## config.mk

```make
export PLATFORM = sky130hd
export DESIGN_NAME = s2c_req_arbiter
export DESIGN_NICKNAME = d
export VERILOG_FILES = /design/src/rtl/s2c_req_arbiter.sv
export SDC_FILE = /design/constraint.sdc
export NUM_CORES = 1
export LEC_CHECK = 0
export CORE_MARGIN = 2
export CORE_UTILIZATION = 44
export CTS_BUF_LIST = sky130_fd_sc_hd__clkbuf_16
export CTS_CLUSTER_DIAMETER = 150
export CTS_CLUSTER_SIZE = 14
export DETAILED_ROUTE_END_ITERATION = 12
export PLACE_DENSITY = 0.89
export RECOVER_POWER = 25
export SLEW_MARGIN = 20
export SYNTH_ARGS = -nofsm -noshare
export SYNTH_HDL_FRONTEND = slang
export SYNTH_SLANG_ARGS = --single-unit
```

## constraint.sdc

```tcl
create_clock -name clk -period 13.6 [get_ports clk]
set_input_delay 2.72 -clock clk [delete_from_list [all_inputs] [get_ports clk]]
set_output_delay 2.72 -clock clk [all_outputs]
set_load 0.01 [all_outputs]
```

## src/rtl/s2c_req_arbiter.sv

```systemverilog
// ----------------------------------------------------------------------------
// s2c_req_arbiter
//
// Shares one S2C get-data bridge (id, fn -> ret + DATA_SIZE data words)
// between NUM_REQ requesters. Round-robin grant, a single transaction in
// flight, bridge handshake sequencing and routing of response beats back to
// the granted requester.
//
// Optional feature: define S2C_ARB_TIMEOUT_EN to build in a watchdog. It
// aborts a transaction that stalls for TIMEOUT cycles in ISSUE or DATA,
// returning one error beat (ret = all ones, data = 0, last = 1).
//
// Ports
//   clk, rst      clock, asynchronous active-high reset
//   req_i         per-requester request level
//   fn_i          per-requester function code, slice k = requester k
//   gnt_o         one-hot grant, held for the whole transaction
//   rsp_valid_o   response beat valid (for the requester in gnt_o)
//   rsp_last_o    final beat of the transaction
//   rsp_ret_o     return code, constant across beats
//   rsp_data_o    data word of the current beat
//   busy_o        transaction in progress
//   br_req_o      bridge request level
//   br_id_o       granted requester index
//   br_fn_o       function code of the granted requester
//   br_ack_i      bridge accepts request, br_ret_i valid this cycle
//   br_ret_i      bridge return code
//   br_dvalid_i   bridge data beat valid
//   br_data_i     bridge data word
// ----------------------------------------------------------------------------
module s2c_req_arbiter #(
   parameter int unsigned NUM_REQ   = 4,
   parameter int unsigned DATA_SIZE = 8,
   parameter int unsigned TIMEOUT   = 1024
) (
   input  logic                       clk,
   input  logic                       rst,
   input  logic [NUM_REQ-1:0]         req_i,
   input  logic [NUM_REQ*32-1:0]      fn_i,
   output logic [NUM_REQ-1:0]         gnt_o,
   output logic                       rsp_valid_o,
   output logic                       rsp_last_o,
   output logic [31:0]                rsp_ret_o,
   output logic [31:0]                rsp_data_o,
   output logic                       busy_o,
   output logic                       br_req_o,
   output logic [$clog2(NUM_REQ)-1:0] br_id_o,
   output logic [31:0]                br_fn_o,
   input  logic                       br_ack_i,
   input  logic [31:0]                br_ret_i,
   input  logic                       br_dvalid_i,
   input  logic [31:0]                br_data_i
);

   localparam int unsigned IDW = $clog2(NUM_REQ);
   localparam int unsigned CW  = $clog2(DATA_SIZE + 1);

   typedef enum logic [1:0] {
      IDLE,
      ISSUE,
      DATA,
      DONE
   } state_t;

   state_t          state;
   logic [IDW-1:0]  rr_ptr;
   logic [CW-1:0]   cnt;
   logic [31:0]     ret_q;

   logic            win_vld;
   logic [IDW-1:0]  win_idx;
   logic [IDW-1:0]  nxt_rr;
   logic            beat_last;

`ifdef S2C_ARB_TIMEOUT_EN
   localparam int unsigned TW = $clog2(TIMEOUT + 1);
   logic [TW-1:0]   tmo_cnt;
   logic            tmo_hit;

   // Fires on the TIMEOUT-th consecutive stalled cycle.
   assign tmo_hit = (tmo_cnt == TW'(TIMEOUT - 1));
`else
   // TIMEOUT only matters when the watchdog is built in.
   if (TIMEOUT == 0) begin : g_no_watchdog
   end
`endif

   // First requester at or after the round-robin pointer, wrapping.
   always_comb begin : pick
      int unsigned k;
      win_vld = 1'b0;
      win_idx = '0;
      k       = 0;
      for (int unsigned i = 0; i < NUM_REQ; i++) begin
         k = 32'(rr_ptr) + i;
         if (k >= NUM_REQ)
            k = k - NUM_REQ;
         if (!win_vld && req_i[k[IDW-1:0]]) begin
            win_vld = 1'b1;
            win_idx = k[IDW-1:0];
         end
      end
   end

   // Pointer value once the current winner has been served.
   always_comb begin
      nxt_rr = '0;
      if (br_id_o != IDW'(NUM_REQ - 1))
         nxt_rr = br_id_o + 1'b1;
   end

   assign beat_last = (cnt == CW'(DATA_SIZE - 1));

   always_ff @(posedge clk or posedge rst) begin
      if (rst) begin
         state       <= IDLE;
         rr_ptr      <= '0;
         cnt         <= '0;
         ret_q       <= '0;
         gnt_o       <= '0;
         rsp_valid_o <= 1'b0;
         rsp_last_o  <= 1'b0;
         rsp_ret_o   <= '0;
         rsp_data_o  <= '0;
         busy_o      <= 1'b0;
         br_req_o    <= 1'b0;
         br_id_o     <= '0;
         br_fn_o     <= '0;
`ifdef S2C_ARB_TIMEOUT_EN
         tmo_cnt     <= '0;
`endif
      end else begin
         // Beat strobes are single-cycle pulses.
         rsp_valid_o <= 1'b0;
         rsp_last_o  <= 1'b0;

         case (state)
            IDLE: begin
`ifdef S2C_ARB_TIMEOUT_EN
               tmo_cnt <= '0;
`endif
               if (win_vld) begin
                  gnt_o    <= NUM_REQ'(1) << win_idx;
                  br_id_o  <= win_idx;
                  br_fn_o  <= fn_i[32*win_idx +: 32];
                  br_req_o <= 1'b1;
                  busy_o   <= 1'b1;
                  state    <= ISSUE;
               end
            end

            ISSUE: begin
               if (br_ack_i) begin
                  ret_q    <= br_ret_i;
                  br_req_o <= 1'b0;
                  cnt      <= '0;
                  rr_ptr   <= nxt_rr;
                  state    <= DATA;
`ifdef S2C_ARB_TIMEOUT_EN
                  tmo_cnt  <= '0;
               end else if (tmo_hit) begin
                  br_req_o    <= 1'b0;
                  rsp_valid_o <= 1'b1;
                  rsp_last_o  <= 1'b1;
                  rsp_ret_o   <= '1;
                  rsp_data_o  <= '0;
                  rr_ptr      <= nxt_rr;
                  state       <= DONE;
               end else begin
                  tmo_cnt <= tmo_cnt + 1'b1;
`endif
               end
            end

            DATA: begin
               if (br_dvalid_i) begin
                  rsp_valid_o <= 1'b1;
                  rsp_data_o  <= br_data_i;
                  rsp_ret_o   <= ret_q;
                  rsp_last_o  <= beat_last;
                  cnt         <= cnt + 1'b1;
                  if (beat_last)
                     state <= DONE;
`ifdef S2C_ARB_TIMEOUT_EN
                  tmo_cnt <= '0;
               end else if (tmo_hit) begin
                  rsp_valid_o <= 1'b1;
                  rsp_last_o  <= 1'b1;
                  rsp_ret_o   <= '1;
                  rsp_data_o  <= '0;
                  rr_ptr      <= nxt_rr;
                  state       <= DONE;
               end else begin
                  tmo_cnt <= tmo_cnt + 1'b1;
`endif
               end
            end

            DONE: begin
               gnt_o  <= '0;
               busy_o <= 1'b0;
               state  <= IDLE;
            end

            default: state <= IDLE;
         endcase
      end
   end

endmodule

```

=== After elaboration in Yosys (flattened, before gate mapping) ===
Cells that the tools add are included.
W data, S select, Z words.

* Output and inout bits: 106
* Bits in registers: 146
* Logic and storage cells: 97
* Input port bits: 200

* Shift-type cells: 2
* Add/sub/neg operators: 9
* Equality and inequality tests: 9
* Magnitude comparators: 8
* Mux-type cells: 39
* Reduce and logical (&&, ||, !) cells: 17

{| class="wikitable"
|+ Operators with widths
! kind !! count
|-
| $shiftx A128 B8 Y32 || 1
|-
| $mux W2 || 13
|-
| $pmux W4 S2 || 2
|-
| $mux W1 || 14
|-
| $lt A2 B3 Y1 const B || 4
|-
| $mux W4 || 3
|-
| $ne A2 B2 Y1 const B || 5
|-
| $ge A3 B3 Y1 const B || 3
|-
| $bmux W1 S2 || 4
|-
| $pmux W2 S4 || 1
|-
| $reduce_and A2 Y1 || 4
|-
| $sub A2 B1 Y2 const B || 4
|-
| $add A2 B2 Y3 const B || 2
|-
| $reduce_and A3 Y1 || 2
|-
| $reduce_bool A2 Y1 || 3
|-
| $add A4 B1 Y4 const B || 1
|-
| $eq A2 B2 Y1 const B || 2
|-
| $eq A4 B3 Y1 const B || 1
|-
| $pmux W1 S2 || 2
|-
| $reduce_and A4 Y1 || 1
|-
| $shl A1 B2 Y4 const A || 1
|-
| $add A2 B1 Y3 const B || 1
|-
| $ge A2 B3 Y1 const B || 1
|-
| $logic_and A1 B1 Y1 || 3
|-
| 4 further kinds || 6
|}

=== Longest topological paths before layout ===
Gate-level depths: netlist of the first run.

* Depth after elaboration: 17
* Depth in mapped cells: 8
* Mapped depth without buffers: 6

=== Worst setup path after synthesis of the first run ===
OpenSTA, ideal clock, no wires.

* Path type: input to register
* From: in req_i[1]
* To: reg br_fn_o[11]
* Required time: 13.459 ns
* Stages on the path: 7
* Data arrival time: 3.747 ns
* Setup time: 0.141 ns
* Path slack: 9.712 ns
* Buffers on the path: 2
* Path through: buf_4 > nor2_1 > o21ai_1 > a21boi_4 > buf_6 > a222oi_1 > a31oi_1

* Cells in the longest elaborated chain, start to end: 13
* Elaborated cells on any way between the ends: 24
* Classes of those cells: 1 x shift; 16 x mux; 7 x reduce/logical

{| class="wikitable"
|+ RTL lines
! element !! line !! text
|-
| from (decl) || 38 || <nowiki>input logic [NUM_REQ-1:0] req_i,</nowiki>
|-
| $bmux W1 S2 || 98 || <nowiki>if (!win_vld && req_i[k[IDW-1:0]]) begin</nowiki>
|-
| $mux W1 (implied by the code) || 98 ||
|-
| $mux W1 || 98 ||
|-
| $logic_not A1 Y1 || 98 ||
|-
| $logic_and A1 B1 Y1 || 98 ||
|-
| $mux W1 || 98 ||
|-
| $logic_not A1 Y1 || 98 ||
|-
| $logic_and A1 B1 Y1 || 98 ||
|-
| $mux W1 || 98 ||
|-
| $logic_not A1 Y1 || 98 ||
|-
| $logic_and A1 B1 Y1 || 98 ||
|-
| $mux W2 or $mux W1 (tied branches) || 98 ||
|-
| $shiftx A128 B8 Y32 or $reduce_and A2 Y1 (tied branches) || n/a ||
|-
| to (signal assigned) || 145 || <nowiki>br_fn_o <= fn_i[32*win_idx +: 32];</nowiki>
|-
| to (decl) || 48 || <nowiki>output logic [31:0] br_fn_o,</nowiki>
|}

Parallel ways exist; a longest one is shown, timed or not. The select of a mux whose other input is x is not followed.
A chain may end at the register's enable or synchronous reset.

==> results.md, run 1 <==
- Initial drt markers: 540
- Required @ worst endpoint: 14.01 ns
- Yosys top cell area share: 57.40%
- Dominant synthesized flop cell: dfrtp_1
- Largest net degree at the start of global routing: 77
- Worst flop-to-flop path startpoint: state[0]
- Total Wirelength: 19800 um
- CTS Buf Count: 17
- Ratio of cells with drive above 1 in the final layout: 17.14%
- Rel. slew slack: -107.4%
- Minimum clock period: 5.680 ns
- Register area share after synthesis: 57.40%
- Cts hold-fix bufs: 0
- Worst Skew: 0.01071 ns
- Vias in the first global route: 5698
- Die width: 124.3 um
- Gate count of the mapped netlist: 508
- Layout area overhead: 57.73%
- Number of synthesized flops with an enable pin: 0
- Max_cap viols: 2
- Die area: 15440 um^2
- Antenna Nets Post-Route: 0
- DR pass1 iterations: 8
- H-tree Lvls: 4
- CTS clk-pin slew, worst paths: 0.06 ns
- Failing checks: capacitance limit, slew limit
- Worst Setup Start Kind: primary input
- Initial antenna violation count: 3
- Routed vias/inst: 5.466
- Async SR Flop Fraction: 100.0%
- Layout Nets: 1004
- Starting Density: 45.50%
- Core ar.: 13990 um^2
- GPL Wtd Cong: 0.9249
- GRT overflow: 0
- Critical path class: in2async
- Cell Pwr Density: 222.9 nW/um^2
- Pleak: 4.100 nW
- Setup Fix Bufs, Post-CTS: 0
- Most common cell in the netlist: dfrtp_1
- CTS tree: done
- Fin Setup TNS: 0 ns
- Max-slew violations: 108
- # DRC: 0
- Worst Setup SP: rst
- DP HPWL: 14570 um
- Critical path fanouts, max: 76
- Hold Vio Cnt, Final: 0
- Avg WL per Cell: 19.91 um
- HP Class: reg2reg
- Hold depth: 1
- Core Util, Final: 71.77%
- RSZ-0062 raised after global routing: no
- Worst-Margin Slew: 3.094 ns
- YS warnings: 0
- PostCTS Resize Cnt: 0
- Syn Std Cell Area: 6365 um^2
- First-pass GRT wire length: 30640 um
- Syn Area/Cell: 12.53 um^2
- Most frequent cells after synthesis: dfrtp_1 (146), mux2_2 (98), nand2_1 (47)
- Max IR drop VDD: 0.1851 mV
- Critical Path End Type: async pin
- Via count: 5433
- Final Cycle Share: 41.76%
- Area leader, netlist: dfrtp_1
- Final instance area: 10040 um^2
- Tot Pwr: 2.238 mW
- Buffers on Ports: 305
- Gr usage total: 25.15%
- Critical path data arrival time: 6.09 ns
- Hold_sp: ret_q[11]
- Dpl cell area: 9444 um^2
- Status: finished, violations left
- IO Pins: 306
- Area contributors post-synth: dfrtp_1 (57%), mux2_2 (17%), a222oi_1 (5.0%)
- Site Rows: 43
- Synth Register Bits: 146
- Post-Syn Nets: 714
- FF-to-FF path depth: 5
- Sink Count: 146
- Post-synthesis cell type count: 40
- Die Height: 124.3 um
- Clock tree buffer depth: 2
- Clock latency on the worst-skew pair: 0.42 ns
- Count of final setup violators: 0
- Clock tree root buffer cell: clkbuf_16
- Max Freq: 0.1761 GHz
-- logic make-up (layout without fill, tap and decap cells) --
family          count (synthesis)  count (layout)  share of synthesized area (%)
mux                           102             102                          17.97
fa+ha+maj                       6               6                          1.179
compound gates                103             103                          12.23
flops                         146             146                          57.40
other cells                     0               3                              0
simple gates                  104             104                          6.959
buf+inv                        47             350                          4.266
-- flip-flops by register name, indices dropped and copies added, names as in the netlist --
register / count
cnt: 4
busy_o: 1
rsp_last_o: 1
state: 2
rsp_data_o: 32
rsp_ret_o: 32
gnt_o: 4
br_fn_o: 32
rsp_valid_o: 1
br_id_o: 2
rr_ptr: 2
br_req_o: 1
ret_q: 32
-- worst paths after layout --
kind | endpoint | slack, ns
min | ret_q[11] | 0.50
max | rsp_data_o[27] | 7.92
min reg2reg | ret_q[11] | 0.50
max reg2reg | rsp_ret_o[10] | 10.73
max in group clk | ret_q[12] | 8.53
min in group asynchronous | rsp_data_o[22] | 3.67
-- cells in the final DEF, fill, tap and decap left out, drive strengths merged, types with 2 or more instances in the layout --
| cell | n |
|---|---|
| a21oi | 7 |
| clkinv | 7 |
| dlygate4sd3 | 3 |
| nor2 | 39 |
| mux2 | 98 |
| nor3 | 4 |
| a222oi | 32 |
| bufinv | 3 |
| inv | 12 |
| buf | 2 |
| clkinvlp | 3 |
| ha | 6 |
| clkdlybuf4s50 | 302 |
| dfrtp | 146 |
| nand2 | 47 |
| a31oi | 33 |
| clkbuf | 18 |
| nor2b | 5 |
| nand3 | 2 |
| diode | 3 |
| mux2i | 4 |
| o21ai | 19 |
-- worst max-delay path, stage by stage --
cell and delay, ns:
dlygate4sd3_1 0.56, clkinvlp_2 1.75, buf_4 0.94
-- layout make-up --
| class | count | area, um^2 |
|---|---|---|
| clock buffers | 17 | 425.4 |
| inverters | 10 | 40.04 |
| multi-input cells | 315 | 2449 |
| well taps | 180 | 225.2 |
| fillers | 914 | 3949 |
| flip-flops and latches | 146 | 3654 |
| repair buffers | 308 | 3072 |
| diodes | 3 | 7.507 |
| clock inverters | 15 | 167.7 |
-- routing by layer --
layer,track usage [%],up-vias,routed length [um]
met5,0,-,0
met4,11.83,0,608
met3,7.732,44,1487
met2,43.52,276,10240
met1,28.36,2652,7458
li1,-,2461,-
-- through the flow --
step,worst slack (ns),hold slack [ns],instances
after floorplan,6.957,0.4737,508
after global placement,8.471,0.4782,959
after detailed placement,8.313,0.4872,959
after CTS,8.771,0.5033,991
after global routing,7.281,0.5157,994
final,7.920,0.4988,994
-- power by group --
part	switching, mW	internal (mW)
Clock	0.180	0.287
Combinational	0.428	0.562
Sequential	0.127	0.654
No activity file was read; power rests on OpenSTA's default activity.
==> inputs of run 2 (changes only) <==
--- a/config.mk
+++ b/config.mk
@@ -6,12 +6,12 @@
 export NUM_CORES = 1
 export LEC_CHECK = 0
 export CORE_MARGIN = 2
-export CORE_UTILIZATION = 44
+export CORE_UTILIZATION = 41
 export CTS_BUF_LIST = sky130_fd_sc_hd__clkbuf_16
 export CTS_CLUSTER_DIAMETER = 150
 export CTS_CLUSTER_SIZE = 14
 export DETAILED_ROUTE_END_ITERATION = 12
-export PLACE_DENSITY = 0.89
+export PLACE_DENSITY = 0.84
 export RECOVER_POWER = 25
 export SLEW_MARGIN = 20
 export SYNTH_ARGS = -nofsm -noshare
==> constraint.sdc (replaced) <==
create_clock -name clk -period 5.4 [get_ports clk]
set_input_delay 1.08 -clock clk [delete_from_list [all_inputs] [get_ports clk]]
set_output_delay 1.08 -clock clk [all_outputs]
set_load 0.01 [all_outputs]
==> run 2 against run 1 <==
Compared with the run above: the flow still finishes with violations (capacitance limit, slew limit); clock skew is 0.0049 ns lower; via count is 0.63% lower; power grew to 2.5 times the previous value; sequential power grew to 2.5 times the previous value; critical endpoint is now ret_q[17]; largest power group unchanged.
==> results.md, run 2 (synthesized netlist as in run 1, its figures left out) <==
- Layout area overhead: 58.19%
- Avg WL per Cell: 19.66 um (-1.3%)
- Die Height: 128.6 um (+3.5%)
- DP HPWL: 14260 um (-2.1%)
- Failing checks: capacitance limit, slew limit
- FF-to-FF path depth: 6 (+1)
- Hold_sp: ret_q[4]
- DR pass1 iterations: 10 (+2)
- Non-filler instance count after layout: 1000 (+0.60%)
- Hold depth: 1 (unchanged)
- Count of final setup violators: 0 (unchanged)
- Via count: 5399 (-0.63%)
- Critical path class: in2async
- Setup Fix Bufs, Post-CTS: 0 (unchanged)
- Minimum clock period: 3.330 ns
- Initial antenna violation count: 0 (-3)
- Clock tree buffer depth: 2 (unchanged)
- Largest net degree at the start of global routing: 122 (+58%)
- Ratio of cells with drive above 1 in the final layout: 17.61% (+0.47 points)
- Critical path data arrival time: 3.90 ns (-2.19 ns)
- Total Wirelength: 19660 um (-0.69%)
- Tot Pwr: 5.655 mW (+150%)
- Antenna Nets Post-Route: 0 (unchanged)
- Status: finished, violations left
- Worst-Margin Slew: 2.547 ns (-0.5472 ns)
- Layout Nets: 1005 (+0.10%)
- Max IR drop VDD: 0.3943 mV (+110%)
- Required @ worst endpoint: 5.97 ns (-8.04 ns)
- Gr usage total: 23.81% (-1.3 points)
- PostCTS Resize Cnt: 0 (unchanged)
- Sink Count: 146 (unchanged)
- Commonest cells after routing, fill and taps aside: clkdlybuf4s50_1 (303), dfrtp_1 (146), mux2_2 (98)
- Critical Path End Type: async pin
- Cts hold-fix bufs: 0 (unchanged)
- Final Worst Setup Slack: 2.070 ns (-5.851 ns)
- Max_cap viols: 1 (-1)
- HP Class: reg2reg
- GRT overflow: 0 (unchanged)
- Rel. slew slack: -70.16% (+37 points)
- Core ar.: 15200 um^2 (+8.7%)
- CTS tree: done
- Cell Pwr Density: 561.7 nW/um^2 (+150%)
- Buffers on Ports: 305 (unchanged)
- Starting Density: 41.87% (-3.6 points)
- H-tree Lvls: 4 (unchanged)
- Reg-to-Reg End: rsp_data_o[15]
- Max-slew violations: 122 (+13%)
- # DRC: 0 (unchanged)
- Die area: 16540 um^2 (+7.1%)
- Max Freq: 0.3003 GHz
- CTS Buf Count: 17 (unchanged)
- Vias in the first global route: 5688 (-0.18%)
- Worst Skew: 0.005817 ns (-0.004892 ns)
- GPL Wtd Cong: 0.8846 (-4.4%)
- RSZ-0062 raised after global routing: no
- First-pass GRT wire length: 30170 um (-1.6%)
- Inserted Diodes: 0 (-3)
- CTS clk-pin slew, worst paths: 0.06 ns (about the same)
- IO Pins: 306 (unchanged)
- Initial drt markers: 538 (-0.37%)
- Critical path fanouts, max: 121 (+59%)
- Most common cell after layout, fill and taps aside: clkdlybuf4s50_1
- Site Rows: 45 (+4.7%)
- Worst Setup Start Kind: primary input
- Clock tree root buffer cell: clkbuf_16
- Hold Vio Cnt, Final: 0 (unchanged)
- Pleak: 4.108 nW (+0.19%)
- Die width: 128.6 um (+3.5%)
- Routed vias/inst: 5.399 (-1.2%)
- Post-Place Cells: 968 (+0.94%)
- Fin Setup TNS: 0 ns (unchanged)
- R2R Setup Slk: 2.55 ns (-8.18 ns)
- Final Cycle Share: 61.67%
- Pre-CTS worst setup slack: 1.741 ns (-6.572 ns)
- Worst flop-to-flop path startpoint: state[0]
- Clock latency on the worst-skew pair: 0.42 ns (about the same)
- Endpoint, Worst Hold: ret_q[4]
run 2: cell count changes in the layout (fill, tap and decap cells not counted):
| cell | delta |
|---|---|
| inv_6 | +3 |
| inv_2 | +1 |
| inv_1 | -2 |
| clkdlybuf4s50_1 | +1 |
| clkinvlp_2 | -1 |
| diode_2 | -3 |
| buf_4 | +2 |
| clkbuf_1 | -1 |
| clkinv_2 | -2 |
| dlygate4sd3_1 | -1 |
| clkinvlp_4 | +1 |
run 2: final cells by class:
| type | count | area (um^2) |
|---|---|---|
| Fill cell | 1099 | 5134 |
| Sequential cell | 146 | 3654 |
| Timing Repair Buffer | 309 | 3083 |
| Multi-Input combinational cell | 315 | 2449 |
| Clock buffer | 17 | 425.4 |
| Tap cell | 188 | 235.2 |
| Clock inverter | 15 | 181.4 |
| Inverter | 10 | 41.29 |
run 2: how the worst max path moves through the flow:
| stage | start | depth (start not counted) | to | slack [ns] |
|---|---|---|---|---|
| 3_5_place_dp | br_dvalid_i | 5 | rsp_ret_o[9] | 1.74 |
| 6_report | rst | 3 | ret_q[17] | 2.07 |
| 3_3_place_gp | br_dvalid_i | 5 | rsp_data_o[10] | 1.83 |
| 4_1_cts | br_dvalid_i | 5 | rsp_data_o[15] | 2.20 |
| 2_1_floorplan | rst | 1 | br_fn_o[0] | 0.40 |
| 5_1_grt | rst | 3 | cnt[1] | 1.66 |
run 2: layer usage:
| metal | global-route usage, % | share of wire, % | vias up |
|---|---|---|---|
| met5 | 0 | 0 | - |
| met4 | 9.207 | 3.0 | 0 |
| met3 | 7.942 | 8.4 | 43 |
| met2 | 43.21 | 52 | 251 |
| met1 | 25.73 | 36 | 2644 |
| li1 | - | - | 2461 |
run 2: power breakdown:
group,switching [mW],internal [mW],total [mW]
clock network,0.483,0.733,1.22
logic,1.06,1.41,2.47
registers,0.320,1.65,1.97
run 2: stage by stage:
step | hold slack, ns | cell area, um^2 | utilization [%]
after global placement | 0.4802 | 9462 | 62.24
after floorplan | 0.4737 | 6365 | -
final | 0.5042 | 10070 | 66.23
after detailed placement | 0.4878 | 9462 | 62.24
after CTS | 0.5055 | 10070 | 66.23
after global routing | 0.5203 | 10070 | 66.23
run 2: worst max-delay path: stages:
cell and delay (ns):
dlygate4sd3_1 0.58, clkinvlp_4 1.61, buf_4 0.56
==> inputs of run 3 (changes only) <==
--- a/config.mk
+++ b/config.mk
@@ -6,12 +6,12 @@
 export NUM_CORES = 1
 export LEC_CHECK = 0
 export CORE_MARGIN = 2
-export CORE_UTILIZATION = 41
+export CORE_UTILIZATION = 37
 export CTS_BUF_LIST = sky130_fd_sc_hd__clkbuf_16
 export CTS_CLUSTER_DIAMETER = 150
 export CTS_CLUSTER_SIZE = 14
 export DETAILED_ROUTE_END_ITERATION = 12
-export PLACE_DENSITY = 0.84
+export PLACE_DENSITY = 0.8
 export RECOVER_POWER = 25
 export SLEW_MARGIN = 20
 export SYNTH_ARGS = -nofsm -noshare
==> constraint.sdc (replaced) <==
create_clock -name clk -period 2.9 [get_ports clk]
set_input_delay 0.58 -clock clk [delete_from_list [all_inputs] [get_ports clk]]
set_output_delay 0.58 -clock clk [all_outputs]
set_load 0.01 [all_outputs]
==> run 3 against run 2 <==
Compared with the run above: the flow now finishes without violations; die area up 10%; non-clock buffer count up 7; clock power up 70%; cell count up 3.9%; via count about the same; sequential cell count unchanged; register-to-register slack worse by 1.8 ns; core utilization down 5.6 points; largest cell class unchanged; highest routed layer is now met5.
==> results.md, run 3 (synthesized netlist as in run 1, its figures left out) <==
- Fin Setup TNS: 0 ns (unchanged)
- Number of fill cells in the layout: 1362 (+24%)
- Ratio of cells with drive above 1 in the final layout: 18.19% (+0.58 points)
- Sink Count: 146 (unchanged)
- Clock tree buffer depth: 2 (unchanged)
- Minimum clock period: 2.449 ns
- CTS clk-pin slew, worst paths: 0.06 ns (about the same)
- Die area: 18270 um^2 (+10%)
- Worst Setup SP: req_i[0]
- Total area of sequential cells: 3654 um^2 (unchanged)
- FF-to-FF path depth: 5 (-1)
- DP HPWL: 14330 um (+0.47%)
- Final Worst Setup Slack: 0.4507 ns (-1.619 ns)
- PostCTS Resize Cnt: 0 (unchanged)
- Pleak: 4.130 nW (+0.54%)
- IO Pins: 306 (unchanged)
- Required @ worst endpoint: 3.22 ns (-2.75 ns)
- Cts hold-fix bufs: 0 (unchanged)
- Initial antenna violation count: 1 (+1)
- Layout area overhead: 59.17%
- Setup Fix Bufs, Post-CTS: 0 (unchanged)
- Worst flop-to-flop path startpoint: rr_ptr[1]
- Post-Place Cells: 1007 (+4.0%)
- Max IR drop VDD: 0.5755 mV (+46%)
- Most common cell after layout, fill and taps aside: clkdlybuf4s50_1
- GPL Wtd Cong: 0.8294 (-6.2%)
- Antenna Nets Post-Route: 0 (unchanged)
- HP Class: reg2reg
- Gr usage total: 21.22% (-2.6 points)
- Pre-CTS worst setup slack: 0.09934 ns (-1.642 ns)
- Status: finished clean
- Buffers on Ports: 305 (unchanged)
- Die width: 135.2 um (+5.1%)
- Core ar.: 16700 um^2 (+9.9%)
- Routed vias/inst: 5.199 (-3.7%)
- R2R Setup Slk: 0.74 ns (-1.81 ns)
- Reg-to-Reg End: br_fn_o[23]
- Starting Density: 38.11% (-3.8 points)
- Critical path data arrival time: 2.77 ns (-1.13 ns)
- Initial drt markers: 364 (-32%)
- H-tree Lvls: 4 (unchanged)
- Site Rows: 47 (+4.4%)
- Core Util, Final: 60.66% (-5.6 points)
- Critical path class: in2reg
- Clock tree root buffer cell: clkbuf_16
- # DRC: 0 (unchanged)
- Die Height: 135.2 um (+5.1%)
- Multi-input logic area: 2447 um^2 (about the same)
- Max Freq: 0.4083 GHz
- Count of final setup violators: 0 (unchanged)
- Total Wirelength: 19350 um (-1.6%)
- Worst-Margin Slew: 1.188 ns (-1.359 ns)
- Final Cycle Share: 84.46%
- Critical path fanouts, max: 33 (-73%)
- First-pass GRT wire length: 29850 um (-1.1%)
- Worst Skew: 0.005719 ns (-0.00009798 ns)
- Critical Path End Type: register
- Avg WL per Cell: 18.62 um (-5.3%)
- Cell Pwr Density: 1019 nW/um^2 (+81%)
- GRT overflow: 0 (unchanged)
- Largest net degree at the start of global routing: 90 (-26%)
- Via count: 5402 (+0.056%)
- DR pass1 iterations: 9 (-1)
- Non-filler instance count after layout: 1039 (+3.9%)
- Max_cap viols: 0 (-1)
- Hold WS: 0.4987 ns (-0.005489 ns)
- CTS Buf Count: 17 (unchanged)
- Clock latency on the worst-skew pair: 0.41 ns (about the same)
- CP Capture Point: br_fn_o[23]
- CTS tree: done
- Rel. slew slack: 20.80% (+91 points)
- Layout Nets: 1012 (+0.70%)
- RSZ-0062 raised after global routing: no
- Vias in the first global route: 5559 (-2.3%)
- Inserted Diodes: 0 (unchanged)
- Hold Vio Cnt, Final: 0 (unchanged)
- Worst Setup Start Kind: primary input
- Max-slew violations: 0 (-100%)
- Commonest cells after routing, fill and taps aside: clkdlybuf4s50_1 (304), dfrtp_1 (146), mux2_2 (98)
## run 3: changes by cell type in the layout (fill, tap and decap cells not counted), sizes merged
| cell | delta |
|---|---|
| buf | +5 |
| bufinv | -2 |
| clkbuf | +2 |
| clkdlybuf4s50 | +1 |
| clkinv | +1 |
| dlygate4sd3 | -1 |
| inv | +1 |
## run 3: worst min-delay path by stage
stage | start | end | cells after the start
global placement | ret_q[21] | rsp_ret_o[21] | 1
detailed placement | ret_q[8] | rsp_ret_o[8] | 1
finish | ret_q[28] | rsp_ret_o[28] | 1
CTS | rst | rsp_data_o[31] | 2
global route | ret_q[11] | ret_q[11] | 1
floorplan | ret_q[0] | rsp_ret_o[0] | 1
## run 3: per-stage QoR
stage               cell area [um^2]  power [mW]
CTS                            10160       10.45
floorplan                       6369       6.010
global route                   10130       10.97
detailed placement              9603       8.325
finish                         10130       10.32
global placement                9603       8.173
## run 3: per-layer routing
metal  GRT usage (%)  up-vias  routed length (um)
li1                -     2489                   -
met1           24.09     2614                7296
met2           36.38      250                9646
met3           7.183       47                1784
met4           9.433        2                 605
met5               0        -                  13
## run 3: worst max-delay path, stage by stage
cell	delay (ns)
clkdlybuf4s50_1	0.56
nor2_2	0.21
o21bai_2	0.10
a21boi_4	0.79
a222oi_1	0.27
a31oi_1	0.23
## run 3: cell type report
class	instances	area share (%)
Multi-Input combinational cell	315	24.16
Sequential cell	146	36.06
Tap cell	220	2.717
Inverter	10	0.3829
Timing Repair Buffer	316	31.17
Clock inverter	15	1.309
Clock buffer	17	4.199
## run 3: power breakdown
group	switching [mW]	internal [mW]	leakage, nW
registers	0.560	3.07	1.73
clock network	0.891	1.19	0.274
logic	1.95	2.67	2.12
total	3.40	6.92	4.13
